### src/rtl/sonuc_toplayici.sv
// Result collector: buffers ALU results in a circular FIFO toward the register file and sequences JAL/JALR redirects.
// Optional macro SONUC_YONLENDIRME_EN exposes the youngest buffered result on the bypass_* ports.
module sonuc_toplayici #(
  parameter int FIFO_DERINLIK = 4
) (
  input  logic        clk_i,
  input  logic        rst_i,
  input  logic        amb_hazir_i,
  input  logic [31:0] amb_sonuc_i,
  input  logic [4:0]  hedef_yazmac_i,
  input  logic [31:0] jal_r_adres_i,
  input  logic        jal_r_adres_gecerli_i,
  output logic        yaz_gecerli_o,
  output logic [4:0]  yaz_adres_o,
  output logic [31:0] yaz_veri_o,
  input  logic        yaz_hazir_i,
  output logic        durdur_o,
  output logic [4:0]  doluluk_o,
  output logic        tasma_o,
  output logic        pc_yonlendir_o,
  output logic [31:0] pc_adres_o,
  output logic        temizle_o,
  output logic        bypass_gecerli_o,
  output logic [4:0]  bypass_adres_o,
  output logic [31:0] bypass_veri_o
);

  localparam int         PW       = $clog2(FIFO_DERINLIK);
  localparam logic [4:0] DERINLIK = 5'(FIFO_DERINLIK);
  localparam logic [4:0] ESIK     = 5'(FIFO_DERINLIK - 1);

  localparam logic [1:0] BOSTA     = 2'd0;
  localparam logic [1:0] YONLENDIR = 2'd1;
  localparam logic [1:0] TEMIZLE   = 2'd2;

  logic [36:0]   tampon [FIFO_DERINLIK];
  logic [PW-1:0] oku_ptr;
  logic [PW-1:0] yaz_ptr;
  logic [4:0]    doluluk;
  logic [4:0]    doluluk_sonraki;
  logic          itme_istek;
  logic          itme;
  logic          cekme;
  logic          dolu;

  assign itme_istek = amb_hazir_i && (hedef_yazmac_i != 5'd0);
  assign dolu       = (doluluk == DERINLIK);
  assign cekme      = (doluluk != 5'd0) && yaz_hazir_i;
  // A pop in the same cycle frees the head slot, so a push into a full buffer is still accepted.
  assign itme       = itme_istek && (!dolu || cekme);

  always_comb begin
    doluluk_sonraki = doluluk;
    if (itme && !cekme) begin
      doluluk_sonraki = doluluk + 5'd1;
    end else if (cekme && !itme) begin
      doluluk_sonraki = doluluk - 5'd1;
    end
  end

  always_ff @(posedge clk_i or negedge rst_i) begin
    if (!rst_i) begin
      oku_ptr  <= '0;
      yaz_ptr  <= '0;
      doluluk  <= 5'd0;
      durdur_o <= 1'b0;
      tasma_o  <= 1'b0;
    end else begin
      if (itme) begin
        yaz_ptr <= yaz_ptr + PW'(1);
      end
      if (cekme) begin
        oku_ptr <= oku_ptr + PW'(1);
      end
      doluluk  <= doluluk_sonraki;
      // Stall one entry early so the result already in flight always has a slot.
      durdur_o <= (doluluk_sonraki >= ESIK);
      if (itme_istek && dolu && !cekme) begin
        tasma_o <= 1'b1;
      end
    end
  end

  always_ff @(posedge clk_i) begin
    if (itme) begin
      tampon[yaz_ptr] <= {hedef_yazmac_i, amb_sonuc_i};
    end
  end

  assign yaz_gecerli_o = (doluluk != 5'd0);
  assign yaz_adres_o   = yaz_gecerli_o ? tampon[oku_ptr][36:32] : 5'd0;
  assign yaz_veri_o    = yaz_gecerli_o ? tampon[oku_ptr][31:0]  : 32'd0;
  assign doluluk_o     = doluluk;

  logic [1:0]  durum;
  logic [31:0] hedef_adres;

  always_ff @(posedge clk_i or negedge rst_i) begin
    if (!rst_i) begin
      durum <= BOSTA;
    end else begin
      case (durum)
        BOSTA:     if (jal_r_adres_gecerli_i) durum <= YONLENDIR;
        YONLENDIR: durum <= TEMIZLE;
        default:   durum <= BOSTA;
      endcase
    end
  end

  // Targets arriving while a redirect is already in progress are wrong-path and ignored.
  always_ff @(posedge clk_i) begin
    if ((durum == BOSTA) && jal_r_adres_gecerli_i) begin
      hedef_adres <= jal_r_adres_i;
    end
  end

  assign pc_yonlendir_o = (durum == YONLENDIR);
  assign pc_adres_o     = pc_yonlendir_o ? hedef_adres : 32'd0;
  assign temizle_o      = (durum == TEMIZLE);

`ifdef SONUC_YONLENDIRME_EN
  logic        byp_gecerli;
  logic [4:0]  byp_adres;
  logic [31:0] byp_veri;

  // The youngest push is always the tail, so it is gone exactly when the buffer empties.
  always_ff @(posedge clk_i or negedge rst_i) begin
    if (!rst_i) begin
      byp_gecerli <= 1'b0;
    end else begin
      byp_gecerli <= (doluluk_sonraki != 5'd0);
    end
  end

  always_ff @(posedge clk_i) begin
    if (itme) begin
      byp_adres <= hedef_yazmac_i;
      byp_veri  <= amb_sonuc_i;
    end
  end

  assign bypass_gecerli_o = byp_gecerli;
  assign bypass_adres_o   = byp_gecerli ? byp_adres : 5'd0;
  assign bypass_veri_o    = byp_gecerli ? byp_veri  : 32'd0;
`else
  assign bypass_gecerli_o = 1'b0;
  assign bypass_adres_o   = 5'd0;
  assign bypass_veri_o    = 32'd0;
`endif

endmodule

### config.mk
export PLATFORM = sky130hd
export DESIGN_NAME = sonuc_toplayici
export DESIGN_NICKNAME = d
export VERILOG_FILES = /design/src/rtl/sonuc_toplayici.sv
export SDC_FILE = /design/constraint.sdc
export NUM_CORES = 1
export LEC_CHECK = 0
export BUFFER_PORTS_ARGS = -buffer_cell sky130_fd_sc_hd__clkbuf_2
export CAP_MARGIN = 20
export CORE_MARGIN = 3
export CORE_UTILIZATION = 35
export CTS_BUF_LIST = sky130_fd_sc_hd__clkbuf_8
export DETAILED_ROUTE_END_ITERATION = 8
export GPL_TIMING_DRIVEN = 0
export PLACE_DENSITY = 0.61
export SETUP_SLACK_MARGIN = 0.15
export SYNTH_ARGS = -nofsm -noshare
export SYNTH_HDL_FRONTEND = slang
export SYNTH_SLANG_ARGS = --single-unit
export TNS_END_PERCENT = 50
### constraint.sdc
create_clock -name clk_i -period 4.1 [get_ports clk_i]
set_clock_uncertainty 0.15 [all_clocks]
set_input_delay 0.615 -clock clk_i [delete_from_list [all_inputs] [get_ports clk_i]]
set_output_delay 0.615 -clock clk_i [all_outputs]
set_load 0.02 [all_outputs]
==> metrics.txt, run 1 <==
CTS buffer count=17; number of synthesized flops with an enable pin=180; Leak=3.73 nW; I/O pin count=191; Netlist Area Pre-Place=7900 um^2; Final setup viols=0; Worst R2R Path Depth=8; total gr overflow=0; Hold Path Origin=jal_r_adres_i[21]; placed cells=903; asr flop ratio synth=6.74%; Max-cap violations=0; initial antenna violation count=0; largest net degree at the start of global routing=26; Clk pin slew, worst setup/hold paths=100 ps; Area growth syn-to-layout=22.4%; H-tree levels=4; Total GRT Usage=13.3%; final non-filler cell total=936; Initial DRC Count=199; CTS tree=done; top cells by count, synth=edfxtp_1, nor2b_1, buf_4; ratio of total power to cell area=647 nW/um^2; min-delay worst type=input pin to register; Place WS=632 ps; DP HPWL=11,000 um; CTS Sinks=193; reg2reg end=tampon[0][8]$_DFFE_PP_; # DRC=0; unrepaired setup endpoints after global routing=false; Die Wd=156 um; data arrival at the endpoint of the critical path=2820 ps; vias per inst=4.58; min Tclk post-route=3590 ps; global-route wire length before repair=24,600 um; FF-to-FF setup slack=970 ps; final wirelength=15,900 um; final worst slack=513 ps; die footprint=24,400 um^2; buffers from clock root to sink, at most=2; Max stage delay on crit path=690 ps; n_diodes=0; Worst Path Max Fanout=10; status=completed; worst hold margin=177 ps; fillers=1,979; top post-synthesis cells by area=edfxtp_1, mux4_2, dfrtp_1, buf_4, nor2b_1; Synth area leader=edfxtp_1; crit path kind=register to primary output; Hold Path Stages=1; worst hold endpoint=hedef_adres[21]$_DFFE_PP_; Slew Viols, Final=0; Req. time, crit path=3340 ps; core area=22,000 um^2; design area=9670 um^2; vias=4,285; GP Congestion=0.800; top-area cell type share of the netlist area=68.4%; drt pass-1 iters=5; RR Startpoint=doluluk_o[1]$_DFF_PN0_; Post-Syn Area per Cell=18.5 um^2; I/O Buffers=152; Synth Flop Type=edfxtp_1; total number of yosys warnings=0; worst slew pin tran=937 ps; share of layout cells above drive strength 1=42.4%; starting density of the core=35.9%; routed len/inst=16.9 um; #FFs+latches synth=193; maximum vdd drop=0.256 mV; Post-Synthesis Cells=428; Seq/Total Area, Yosys=72.5%; Max stage delay cell, worst path=buf_1; clk root buf=clkbuf_8; Hold Fails Final Rpt=0; final antenna-violating net count=0; most numerous cell in the Yosys netlist=edfxtp_1; Startpoint Class=register; worst skew pair latency=450 ps; vias in the first global route=4,541; Worst setup EP type=primary output; part of the cycle the worst path needs=87.5%; Die Ht=156 um; dpl cell area=9260 um^2; worst path cell trace=buf_2 -> buf_1 -> mux4_2 -> nor2b_1 -> clkbuf_2; fmax=0.279 GHz; nets=724; Row Count=54; Yosys cell types=40; Rel. slew slack=37.5%
## cell type report
type,instances,area (um^2),area share (%)
Clock buffer,17,234,2.42
Clock inverter,15,155,1.60
Tap cell,280,350,3.62
Multi-Input combinational cell,209,1940,20.0
Buffer,57,367,3.79
Inverter,6,22.5,0.233
Timing Repair Buffer,159,873,9.03
Sequential cell,193,5730,59.3
## through the flow
stage	TNS, ps	total power [mW]	utilization, %
finish	0	6.26	43.9
global route	0	6.64	43.9
CTS	0	6.38	43.9
detailed placement	0	5.16	42.0
global placement	-6000	5.07	41.5
floorplan	0	4.31	-
## worst max path at each step
stage | startpoint | to | slack [ps] | cells past startpoint
after floorplan | jal_r_adres_gecerli_i | hedef_adres[0]$_DFFE_PP_ | 500 | 1
after global placement | jal_r_adres_gecerli_i | hedef_adres[28]$_DFFE_PP_ | -190 | 2
after detailed placement | doluluk_o[1]$_DFF_PN0_ | yaz_veri_o[12] | 630 | 7
after CTS | doluluk_o[1]$_DFF_PN0_ | yaz_veri_o[12] | 260 | 7
after global routing | oku_ptr[0]$_DFFE_PN0N_ | yaz_veri_o[23] | 220 | 5
final | oku_ptr[0]$_DFFE_PN0N_ | yaz_veri_o[24] | 510 | 5
## layer usage
layer / vias up / wire length (um) / share of wire [%] / GRT usage [%]
li1: 1987 / - / - / -
met1: 2101 / 6450 / 41 / 15.6
met2: 183 / 7860 / 50 / 22.7
met3: 14 / 1340 / 8.4 / 4.78
met4: 0 / 210 / 1.3 / 4.63
met5: - / 0 / 0 / 0
## power breakdown
| part | internal [mW] | leakage [nW] | switching [mW] | total [mW] |
|---|---|---|---|---|
| Sequential | 2.54 | 1.81 | 0.114 | 2.66 |
| Clock | 0.549 | 0.196 | 0.665 | 1.21 |
| Combinational | 0.976 | 1.72 | 1.41 | 2.39 |
| Total | 4.07 | 3.73 | 2.19 | 6.26 |
## sequential cells by signal, indices dropped and copies added (netlist names)
| name | cells |
|---|---|
| yaz_ptr | 2 |
| durdur_o | 1 |
| oku_ptr | 2 |
| tasma_o | 1 |
| doluluk_o | 5 |
| durum | 2 |
| tampon | 148 |
| hedef_adres | 32 |
## kinds of logic after synthesis
logic type               Yosys count  synth area share (%)
multiplexers                      42                  11.3
other                              1                0.0475
adder cells (fa/ha/maj)            7                  1.11
AO/OA/AOI/OAI                     17                  1.54
flip-flops                       193                  72.5
AND/OR/NAND/NOR                  101                  8.09
buffers and inverters             63                  4.91
XOR/XNOR                           4                 0.443
## repair_timing
| action | in CTS | in global routing |
|---|---|---|
| pin swaps | 0 | 0 |
| setup endpoints to repair | 10 | 10 |
| buffers inserted | 0 | 0 |
| resized for setup | 1 | 1 |
| hold buffers | 1 | 0 |
| endpoints found under the hold margin | 13 | 0 |
## critical path: cells and delay by family (launching register included)
| kind | cells | cell delay, ps |
|---|---|---|
| buf+inv | 3 | 1240 |
| flops | 1 | 390 |
| mux | 1 | 580 |
| simple gates | 1 | 170 |
## cell usage in the layout (no fill, tap or decap), drive strengths merged, types with 5 or more instances in the layout
master	n
conb	38
nor2b	41
o21ai	5
clkbuf	182
mux4	37
edfxtp	180
inv	13
ha	7
dfrtp	13
and2	37
buf	50
(Power assumes the default switching activity.)
==> inputs of run 2 (changes only) <==
- HOLD_SLACK_MARGIN: default -> 0.12
- MAX_ROUTING_LAYER: default -> met4
==> run 2 against run 1 <==
  * Critical path depth did not move
  * Sequential power about the same
  * Maximum frequency is 0.20% lower
  * Register-to-register slack improved by 20 ps
==> metrics.txt, run 2 (synthesis gave the netlist of run 1 again) <==
status=completed; Row Count=54 (unchanged); crit path kind=register to primary output; CTS tree=done; commonest non-fill, non-tap cells in the layout=edfxtp_1, clkbuf_2, nor2b_1; fillers=1,979 (unchanged); unrepaired setup endpoints after global routing=false; min Tclk post-route=3590 ps (+7.02 ps); I/O Buffers=152 (unchanged); H-tree levels=4 (unchanged); total power=6.26 mW (about the same); routed len/inst=17.0 um (+0.13%); design area=9670 um^2 (unchanged); core area=22,000 um^2 (unchanged); share of layout cells above drive strength 1=42.4% (unchanged); Initial DRC Count=220 (+11%); largest net degree at the start of global routing=26 (unchanged); worst hold margin=173 ps (-4.10 ps); Die Ht=156 um (unchanged); # DRC=0 (unchanged); initial antenna violation count=0 (unchanged); Req. time, crit path=3340 ps (about the same); clk root buf=clkbuf_8; CTS buffer count=17 (unchanged); fmax=0.278 GHz (-0.20%); placed cells=903 (unchanged); DP HPWL=11,000 um (unchanged); part of the cycle the worst path needs=87.7% (+0.17 points); Max-cap violations=0 (unchanged); nets=724 (unchanged); dpl cell area=9260 um^2 (unchanged); Slew Viols, Final=0 (unchanged); CTS Sinks=193 (unchanged); global-route wire length before repair=24,500 um (-0.20%); final wirelength=15,900 um (+0.13%); Place WS=632 ps (unchanged); Leak=3.73 nW (unchanged); worst path cell trace=buf_2 -> buf_1 -> mux4_2 -> nor2b_1 -> clkbuf_2; starting density of the core=35.9% (unchanged); drt pass-1 iters=4 (-1); commonest non-fill, non-tap cell in the layout=edfxtp_1; buffers from clock root to sink, at most=2 (unchanged); Total GRT Usage=13.7% (+0.39 points); number of flip-flops in the largest register=148 (unchanged); vias per inst=4.58 (about the same); worst skew pair latency=450 ps (about the same); final worst slack=506 ps (-7.02 ps); Worst Path Max Fanout=10 (unchanged); vias=4,284 (-0.023%); GP Congestion=0.815 (+1.8%); Rel. slew slack=38.2% (+0.66 points); worst slew pin tran=927 ps (-9.88 ps); final antenna-violating net count=0 (unchanged); ratio of total power to cell area=648 nW/um^2 (about the same); final non-filler cell total=936 (unchanged); crit path buf inv count=3 (unchanged); Worst setup EP type=primary output; Max stage delay cell, worst path=buf_1; Hold Fails Final Rpt=0 (unchanged); Startpoint Class=register; data arrival at the endpoint of the critical path=2830 ps (about the same); Max stage delay on crit path=690 ps (about the same); min-delay worst type=input pin to register; n_diodes=0 (unchanged); # Post-CTS Setup Buffers=0 (unchanged); Largest Register=tampon; Clk pin slew, worst setup/hold paths=100 ps (about the same); Die Wd=156 um (unchanged); I/O pin count=191 (unchanged); Final setup viols=0 (unchanged); Area growth syn-to-layout=22.4% (unchanged); CP top delay family=buffers and inverters; maximum vdd drop=0.257 mV (+0.33%); vias in the first global route=4,554 (+0.29%); total gr overflow=0 (unchanged); die footprint=24,400 um^2 (unchanged)
run 2: cell counts in the layout (fill, tap and decap cells not counted):
No cell type changed its count.
run 2: metal layers:
layer  global-route usage, %  wire (um)  up-vias  share of wire (%)
met4                    4.50        203        0                1.3
met2                    22.7       7890      178                 50
met3                    4.01       1160       14                7.3
met1                    16.2       6620     2105                 42
met5                       -          0        -                  0
li1                        -          -     1987                  -
run 2: what timing repair did:
| item | CTS | global route |
|---|---|---|
| endpoints found under the setup margin | 10 | 10 |
| hold endpoints to repair | 13 | 0 |
| resized for setup | 1 | 1 |
| hold buffers | 1 | 0 |
run 2: through the flow:
| step | setup TNS (ps) | utilization, % |
|---|---|---|
| 2_1_floorplan | 0 | - |
| 3_5_place_dp | 0 | 42.0 |
| 6_report | 0 | 43.9 |
| 3_3_place_gp | -6000 | 41.5 |
| 4_1_cts | 0 | 43.9 |
| 5_1_grt | 0 | 43.9 |
run 2: worst paths after layout:
| kind | from | slack [ps] | endpoint | cells past startpoint |
|---|---|---|---|---|
| hold reg to reg | tasma_o$_DFFE_PN0P_ | 320 | tasma_o$_DFFE_PN0P_ | 1 |
| min in group asynchronous | rst_i | 440 | durum[0]$_DFFE_PN0P_ | 2 |
| hold / removal | jal_r_adres_i[21] | 170 | hedef_adres[21]$_DFFE_PP_ | 1 |
| max in group asynchronous | rst_i | 3080 | durum[1]$_DFFE_PN0P_ | 2 |
| setup / recovery | oku_ptr[0]$_DFFE_PN0N_ | 510 | yaz_veri_o[24] | 5 |
| setup reg to reg | doluluk_o[1]$_DFF_PN0_ | 990 | tampon[0][12]$_DFFE_PP_ | 8 |
run 2: where the power goes:
| part | internal (mW) | switching (mW) | total (mW) |
|---|---|---|---|
| registers | 2.54 | 0.114 | 2.66 |
| clock network | 0.549 | 0.667 | 1.22 |
| logic | 0.976 | 1.41 | 2.39 |
| total | 4.07 | 2.19 | 6.26 |
run 2: cell type report:
type | count | area (um^2) | share of cell area (%)
plain buffers | 57 | 367 | 3.79
clock buffers | 17 | 234 | 2.42
clock inverters | 15 | 155 | 1.60
inverters | 6 | 22.5 | 0.233
multi-input cells | 209 | 1940 | 20.0
flip-flops and latches | 193 | 5730 | 59.3
well taps | 280 | 350 | 3.62
repair buffers | 159 | 873 | 9.03
